**src/rtl/serial_adder.sv**
```systemverilog
// serial_adder
// Bit-serial add/subtract engine. A start request in IDLE captures the
// operands. One full-adder cell then processes a bit per clock, LSB first,
// for WIDTH clocks. The parallel result is published with a one-cycle done
// pulse.
//
// Ports:
//   clk    - system clock, rising edge
//   rst_n  - synchronous reset, active-low
//   start  - operation request, honoured only in IDLE
//   A, B   - operands, captured on an accepted start
//   Cin    - carry-in for add (ignored for subtract)
//   Sub    - 0 = add, 1 = subtract (A + ~B + 1)
//   busy   - high while bits are being shifted
//   done   - one-cycle pulse when S/C have just been updated
//   C      - carry-out of the last operation (no-borrow flag for subtract)
//   S      - sum/difference of the last operation

module serial_adder #(
  parameter int WIDTH = 8
) (
  input  logic             clk,
  input  logic             rst_n,
  input  logic             start,
  input  logic [WIDTH-1:0] A,
  input  logic [WIDTH-1:0] B,
  input  logic             Cin,
  input  logic             Sub,
  output logic             busy,
  output logic             done,
  output logic             C,
  output logic [WIDTH-1:0] S
);

  localparam int CNT_W = $clog2(WIDTH);

  typedef enum logic [1:0] {
    IDLE  = 2'd0,
    SHIFT = 2'd1,
    DONE  = 2'd2
  } state_t;

  state_t             state_q, state_d;
  logic [WIDTH-1:0]   a_q, a_d;
  logic [WIDTH-1:0]   b_q, b_d;
  logic [WIDTH-1:0]   acc_q, acc_d;
  logic               carry_q, carry_d;
  logic [CNT_W-1:0]   cnt_q, cnt_d;
  logic [WIDTH-1:0]   s_q, s_d;
  logic               c_q, c_d;
  logic               busy_q, busy_d;
  logic               done_q, done_d;

  logic               sum_bit;
  logic               carry_out;

  always_comb begin
    state_d   = state_q;
    a_d       = a_q;
    b_d       = b_q;
    acc_d     = acc_q;
    carry_d   = carry_q;
    cnt_d     = cnt_q;
    s_d       = s_q;
    c_d       = c_q;
    busy_d    = busy_q;
    done_d    = 1'b0;

    // The single full-adder cell, operating on the current operand LSBs.
    sum_bit   = a_q[0] ^ b_q[0] ^ carry_q;
    carry_out = (a_q[0] & b_q[0]) | (a_q[0] & carry_q) | (b_q[0] & carry_q);

    case (state_q)
      IDLE: begin
        if (start) begin
          // Subtract is performed as A + ~B + 1, so B is inverted up front
          // and the carry is forced to 1 in place of Cin.
          a_d     = A;
          b_d     = B ^ {WIDTH{Sub}};
          carry_d = Sub ? 1'b1 : Cin;
          acc_d   = '0;
          cnt_d   = '0;
          busy_d  = 1'b1;
          state_d = SHIFT;
        end
      end

      SHIFT: begin
        // Sum bits enter at the MSB so after WIDTH steps the first bit has
        // drifted down to bit 0.
        acc_d   = {sum_bit, acc_q[WIDTH-1:1]};
        a_d     = a_q >> 1;
        b_d     = b_q >> 1;
        carry_d = carry_out;
        cnt_d   = cnt_q + CNT_W'(1);
        if (cnt_q == CNT_W'(WIDTH - 1)) begin
          s_d     = {sum_bit, acc_q[WIDTH-1:1]};
          c_d     = carry_out;
          busy_d  = 1'b0;
          done_d  = 1'b1;
          state_d = DONE;
        end
      end

      DONE: begin
        // A start seen here is deliberately dropped.
        state_d = IDLE;
      end

      default: begin
        state_d = IDLE;
        busy_d  = 1'b0;
      end
    endcase
  end

  always_ff @(posedge clk) begin
    if (!rst_n) begin
      state_q <= IDLE;
      a_q     <= '0;
      b_q     <= '0;
      acc_q   <= '0;
      carry_q <= 1'b0;
      cnt_q   <= '0;
      s_q     <= '0;
      c_q     <= 1'b0;
      busy_q  <= 1'b0;
      done_q  <= 1'b0;
    end else begin
      state_q <= state_d;
      a_q     <= a_d;
      b_q     <= b_d;
      acc_q   <= acc_d;
      carry_q <= carry_d;
      cnt_q   <= cnt_d;
      s_q     <= s_d;
      c_q     <= c_d;
      busy_q  <= busy_d;
      done_q  <= done_d;
    end
  end

  assign busy = busy_q;
  assign done = done_q;
  assign C    = c_q;
  assign S    = s_q;

endmodule
```
**config.mk**
```make
export PLATFORM = sky130hd
export DESIGN_NAME = serial_adder
export DESIGN_NICKNAME = d
export VERILOG_FILES = /design/src/rtl/serial_adder.sv
export SDC_FILE = /design/constraint.sdc
export NUM_CORES = 1
export LEC_CHECK = 0
export CAP_MARGIN = 20
export CORE_ASPECT_RATIO = 0.9
export CORE_UTILIZATION = 40
export CTS_CLUSTER_DIAMETER = 50
export DETAILED_ROUTE_END_ITERATION = 12
export SLEW_MARGIN = 20
export SYNTH_ARGS = -nofsm -noshare
export SYNTH_HDL_FRONTEND = slang
export SYNTH_SLANG_ARGS = --single-unit
```
**constraint.sdc**
```tcl
create_clock -name clk -period 3.7 [get_ports clk]
set_input_delay 0.925 -clock clk [delete_from_list [all_inputs] [get_ports clk]]
set_output_delay 0.925 -clock clk [all_outputs]
set_load 0.01 [all_outputs]
```
==> results.sh, run 1 <==
export IMPL_period_share=0.606
export IMPL_cts_max_path_buffers=2
export IMPL_cp_start_kind="input pin"
export IMPL_cts_resized=0
export IMPL_tightest_slew_ps=796
export IMPL_overflow=0
export IMPL_antenna_found_initial=0
export IMPL_startpoint="rst_n"
export IMPL_gp_congestion=0.733
export IMPL_reg2reg_to="b_q[6]$_SDFFE_PN0P_"
export IMPL_synth_ff_type="dfxtp_1"
export IMPL_synth_edf_count=0
export IMPL_cap_violations=0
export IMPL_viasPerCell=5.04
export IMPL_io_pins=32
export IMPL_initial_utilization=0.426
export IMPL_final_layout_size_suffix_gt1_frac=0.0991
export IMPL_r2r_start="state_q[0]$_SDFFE_PN0P_"
export IMPL_cts_made_buffers=5
export IMPL_reg2regPathDepth=3
export IMPL_die_w_um=72.4
export IMPL_yosysSeqAreaShare=0.449
export IMPL_critical_path_arrival_ps=2440
export IMPL_maxSlewHeadroom=0.469
export IMPL_min_path_type="register to register"
export IMPL_clockRootBuffer="clkbuf_8"
export IMPL_first_pass_iters=5
export IMPL_syn_instance_count=192
export IMPL_wl_met2_mm=1.46
export IMPL_fill_cells=413
export IMPL_vias=1372
export IMPL_drt_drc_violations_left=0
export IMPL_postRouteAntennaNets=0
export IMPL_wl_per_cell_um=12.4
export IMPL_highest_signal_layer="met4"
export IMPL_async_flop_share=0
export IMPL_final_max_slew_violation_count=0
export IMPL_cts_tree="yes"
export IMPL_post_cts_setup_buffers=0
export IMPL_grt_max_degree=26
export IMPL_wl_met1_mm=1.71
export IMPL_status="completed"
export IMPL_syn_area_um2=1780
export IMPL_rows=22
export IMPL_core_um2=4180
export IMPL_first_iter_violations=108
export IMPL_synth_net_count=216
export IMPL_wl_mm=3.37
export IMPL_power_leakage_nw=0.769
export IMPL_hpwl_mm=2.24
export IMPL_die_y_um=65.3
export IMPL_setup_tns_final_ps=0
export IMPL_worstPathRequired_ps=3900
export IMPL_grt_pass1_vias=1284
export IMPL_route_met3_wl_um=164
export IMPL_ys_warn_count=0
export IMPL_clock_sinks=40
export IMPL_syn_avg_cell_area_um2=9.29
export IMPL_endpoint="a_q[7]$_SDFFE_PN0P_"
export IMPL_rsz0062_at_grt="false"
export IMPL_track_usage=0.158
export IMPL_setup_slack_ps=1460
export IMPL_end_kind="register"
export IMPL_finish_net_count=238
export IMPL_power_density_nw_per_um2=389
export IMPL_final_hold_viol_count=0
export IMPL_ys_ff_latch=40
export IMPL_fin_skew_ps=4.36
export IMPL_portBuffers=31
export IMPL_clk_insertion_delay_late_ps=280
export IMPL_rrSetupSlack_ps=1830
export IMPL_crit_fanout=21
export IMPL_irDropWorstVdd_mv=0.204
export IMPL_fmaxAchievable_mhz=446
export IMPL_finalSetupViolCount=0
export IMPL_postCtsHoldBufs=0
export IMPL_die_area_um2=4730
export IMPL_min_period_ps=2240
export IMPL_grt_pass1_wl_mm=5.78
export IMPL_path_class="input pin to register"
export IMPL_place_ws_ps=1130
export IMPL_syn2layout_area_growth_pct=18.5
export IMPL_path_clk_slew_ps=70
export IMPL_ys_types=31
export IMPL_diodes=0
export IMPL_htree_levels=2
-- cell usage after synthesis (2+ instances only) --
cell      count  area (µm²)
nand3_1       9        45.0
inv_1         2        7.51
ha_1          2        25.0
clkbuf_1      4        15.0
o21ai_1       2        10.0
buf_4         3        22.5
dfxtp_1      40         801
o21ai_0       8        40.0
o221a_2       7        78.8
nand2_1      19        71.3
buf_2         3        15.0
a21oi_1      16        80.1
nor2b_1       8        50.1
a22oi_1      17         128
buf_6         7        78.8
nor2_1       22        82.6
nor2_2        2        12.5
xor2_1        8        70.1
-- layout make-up --
type                       count  area (µm²)  area share
timing repair buffer          32         318       0.150
sequential                    40         801       0.379
multi-input combinational    133         843       0.399
clock buffer                   5        68.8      0.0326
tap                           60        75.1      0.0355
inverter                       2        7.51     0.00355
-- logic make-up after synthesis --
family | after synthesis | share of synthesized area
buffers and inverters | 19 | 0.0779
AND/OR/NAND/NOR | 64 | 0.171
AO/OA/AOI/OAI | 56 | 0.225
adder cells (fa/ha/maj) | 3 | 0.0253
multiplexers | 2 | 0.0119
flip-flops | 40 | 0.449
XOR/XNOR | 8 | 0.0393
-- power by group --
group | leakage (nW) | internal, W | switching, W
combinational | 0.406 | 0.0000537 | 0.0000467
sequential | 0.327 | 0.000450 | 0.0000169
clock | 0.0359 | 0.000121 | 0.000133
total | 0.769 | 0.000625 | 0.000196
-- through the flow --
step / total power, W / util / area (µm²) / hold WS (ps) / instances
final: 0.000821 / 0.505 / 2110 / 456 / 272
after CTS: 0.000830 / 0.505 / 2110 / 458 / 272
after global routing: 0.000860 / 0.505 / 2110 / 482 / 272
after detailed placement: 0.000577 / 0.489 / 2040 / 448 / 267
after global placement: 0.000575 / 0.489 / 2040 / 448 / 267
after floorplan: 0.000547 / - / 1780 / 443 / 192
-- state kept, by name, indices dropped and copies added, names as in the netlist --
name and cells:
C 1, S 8, a_q 8, acc_q 7, b_q 8, busy 1
carry_q 1, cnt_q 3, done 1, state_q 2
-- worst max-delay path, stage by stage --
cell	delay (ps)
clkdlybuf4s50_1	690
inv_1	290
buf_4	290
o31ai_1	240
-- per-layer routing --
layer / vias to the layer above / GRT usage
met5: - / 0
met4: 0 / 0.0588
met3: 6 / 0.0475
met2: 36 / 0.237
met1: 617 / 0.212
li1: 713 / -
-- how the worst min path moves through the flow --
| stage | to | cells past startpoint | startpoint |
|---|---|---|---|
| global route | S[3]$_SDFFE_PN0P_ | 2 | S[3]$_SDFFE_PN0P_ |
| global placement | S[3]$_SDFFE_PN0P_ | 2 | S[3]$_SDFFE_PN0P_ |
| detailed placement | S[4]$_SDFFE_PN0P_ | 2 | S[4]$_SDFFE_PN0P_ |
| CTS | S[4]$_SDFFE_PN0P_ | 2 | S[4]$_SDFFE_PN0P_ |
| finish | S[4]$_SDFFE_PN0P_ | 2 | S[4]$_SDFFE_PN0P_ |
| floorplan | S[0]$_SDFFE_PN0P_ | 2 | acc_q[1]$_SDFFE_PN0P_ |
-- cells in the final DEF (no fill, tap or decap), types with 2 or more instances in the layout --
master	instances
o21ai_0	8
a21oi_1	16
dfxtp_1	40
o221a_2	7
ha_1	2
nor2_2	2
clkbuf_8	5
nor2_1	22
inv_1	2
clkdlybuf4s50_1	31
xor2_1	8
a22oi_1	17
nand2_1	19
nand3_1	9
o21ai_1	2
nor2b_1	8
Note: power is estimated with default switching activity, not from simulation.
==> inputs of run 2 (changes only) <==
--- a/config.mk
+++ b/config.mk
@@ -10,6 +10,7 @@
 export CORE_UTILIZATION = 40
 export CTS_CLUSTER_DIAMETER = 50
 export DETAILED_ROUTE_END_ITERATION = 12
+export PLACE_DENSITY = 0.66
 export SLEW_MARGIN = 20
 export SYNTH_ARGS = -nofsm -noshare
 export SYNTH_HDL_FRONTEND = slang
==> constraint.sdc (replaced) <==
create_clock -name clk -period 1.8 [get_ports clk]
set_input_delay 0.45 -clock clk [delete_from_list [all_inputs] [get_ports clk]]
set_output_delay 0.45 -clock clk [all_outputs]
set_load 0.01 [all_outputs]
==> results.sh, run 2 (same netlist as run 1, synthesis figures left out) <==
export IMPL_gp_congestion=0.754
export IMPL_cts_max_path_buffers=2
export IMPL_die_area_um2=4730
export IMPL_final_hold_viol_count=0
export IMPL_cpLargestDelayFamily="buffers and inverters"
export IMPL_path_clk_slew_ps=70
export IMPL_postRouteAntennaNets=0
export IMPL_fmaxAchievable_mhz=606
export IMPL_grt_pass1_vias=1297
export IMPL_crit_path_max_incr_delay_ps=550
export IMPL_track_usage=0.159
export IMPL_postCtsHoldBufs=0
export IMPL_path_buf_inv=1
export IMPL_fin_area_um2=2250
export IMPL_htree_levels=2
export IMPL_rrSetupSlack_ps=320
export IMPL_io_pins=32
export IMPL_die_y_um=65.3
export IMPL_power_leakage_nw=0.846
export IMPL_clk_insertion_delay_late_ps=290
export IMPL_end_kind="output pin"
export IMPL_place_ws_ps=18.1
export IMPL_tightest_slew_ps=542
export IMPL_path_class="register to output pin"
export IMPL_swShare=0.228
export IMPL_finish_net_count=248
export IMPL_cts_resized=0
export IMPL_fin_skew_ps=9.41
export IMPL_critical_path_arrival_ps=1200
export IMPL_power_switching_w=0.000433
export IMPL_fill_cells=406
export IMPL_hpwl_mm=2.34
export IMPL_critical_path_cell_chain="clkdlybuf4s50_1"
export IMPL_irDropWorstVdd_mv=0.342
export IMPL_syn2layout_area_growth_pct=26.3
export IMPL_clock_sinks=40
export IMPL_die_w_um=72.4
export IMPL_overflow=0
export IMPL_first_pass_iters=4
export IMPL_final_common_cell="dfxtp_1"
export IMPL_cts_made_buffers=5
export IMPL_antenna_found_initial=0
export IMPL_final_layout_size_suffix_gt1_frac=0.147
export IMPL_setup_slack_ps=148
export IMPL_placed_area_um2=2140
export IMPL_grt_pass1_wl_mm=5.79
export IMPL_hold_slack_ps=455
export IMPL_cts_tree="yes"
export IMPL_final_util=0.538
export IMPL_cap_violations=0
export IMPL_p_clk_frac=0.375
export IMPL_core_um2=4180
export IMPL_layout_common_cells="dfxtp_1 (40), clkdlybuf4s50_1 (31), nor2_1 (22)"
export IMPL_finalSetupViolCount=0
export IMPL_initial_utilization=0.426
export IMPL_seq_power_share=0.502
export IMPL_vias=1419
export IMPL_drt_drc_violations_left=0
export IMPL_power_density_nw_per_um2=842
export IMPL_clockRootBuffer="clkbuf_8"
export IMPL_wl_per_cell_um=11.9
export IMPL_viasPerCell=4.98
export IMPL_diodes=0
export IMPL_period_share=0.918
export IMPL_cp_slowest_cell="clkdlybuf4s50_1"
export IMPL_maxSlewHeadroom=0.638
export IMPL_min_period_ps=1650
export IMPL_rows=22
export IMPL_final_max_slew_violation_count=0
export IMPL_comb_power_share=0.123
export IMPL_intPower_w=0.00146
export IMPL_portBuffers=31
export IMPL_worstPathRequired_ps=1350
export IMPL_rsz0062_at_grt="false"
export IMPL_min_path_type="register to register"
export IMPL_grt_max_degree=26
export IMPL_status="completed"
export IMPL_cp_start_kind="register"
export IMPL_post_cts_setup_buffers=0
export IMPL_first_iter_violations=94
export IMPL_setup_tns_final_ps=0
export IMPL_crit_fanout=3
export IMPL_wl_mm=3.38
[run 2: changes by cell type in the layout (fill, tap and decap cells not counted)]
| cell | previous run | this run |
|---|---|---|
| buf_12 | 0 | 2 |
| buf_4 | 1 | 9 |
| bufinv_16 | 0 | 1 |
| clkbuf_1 | 0 | 1 |
| clkinv_2 | 0 | 1 |
[run 2: cell type report]
type / count / area (µm²) / area share
clock inverters: 2 / 35.0 / 0.0156
inverters: 2 / 7.51 / 0.00333
multi-input cells: 133 / 843 / 0.374
flip-flops and latches: 40 / 801 / 0.356
well taps: 60 / 75.1 / 0.0333
repair buffers: 42 / 418 / 0.186
clock buffers: 6 / 72.6 / 0.0322
[run 2: power by group through the flow]
stage | Combinational, W | Clock (W) | Sequential, W
floorplan | 0.000162 | 0 | 0.000964
global placement | 0.000234 | 0 | 0.000974
detailed placement | 0.000235 | 0 | 0.000973
CTS | 0.000236 | 0.000726 | 0.000952
global route | 0.000260 | 0.000770 | 0.000957
finish | 0.000234 | 0.000711 | 0.000953
[run 2: final timing paths]
check	from	end	cells after the start
worst max-delay path	busy$_SDFFE_PN0P_	busy	1
worst min-delay path	S[6]$_SDFFE_PN0P_	S[6]$_SDFFE_PN0P_	2
worst max register to register	state_q[0]$_SDFFE_PN0P_	b_q[1]$_SDFFE_PN0P_	3
worst min register to register	S[6]$_SDFFE_PN0P_	S[6]$_SDFFE_PN0P_	2
[run 2: metrics by stage]
stage / power, W / instances
2_1_floorplan: 0.00113 / 192
3_3_place_gp: 0.00121 / 277
3_5_place_dp: 0.00121 / 277
4_1_cts: 0.00191 / 285
5_1_grt: 0.00199 / 285
6_report: 0.00190 / 285
[run 2: routing by layer]
metal / vias to the layer above / global-route usage / routed length (µm)
li1: 735 / - / -
met1: 647 / 0.208 / 1680
met2: 30 / 0.241 / 1480
met3: 7 / 0.0429 / 139
met4: 0 / 0.0809 / 72
met5: - / 0 / 0
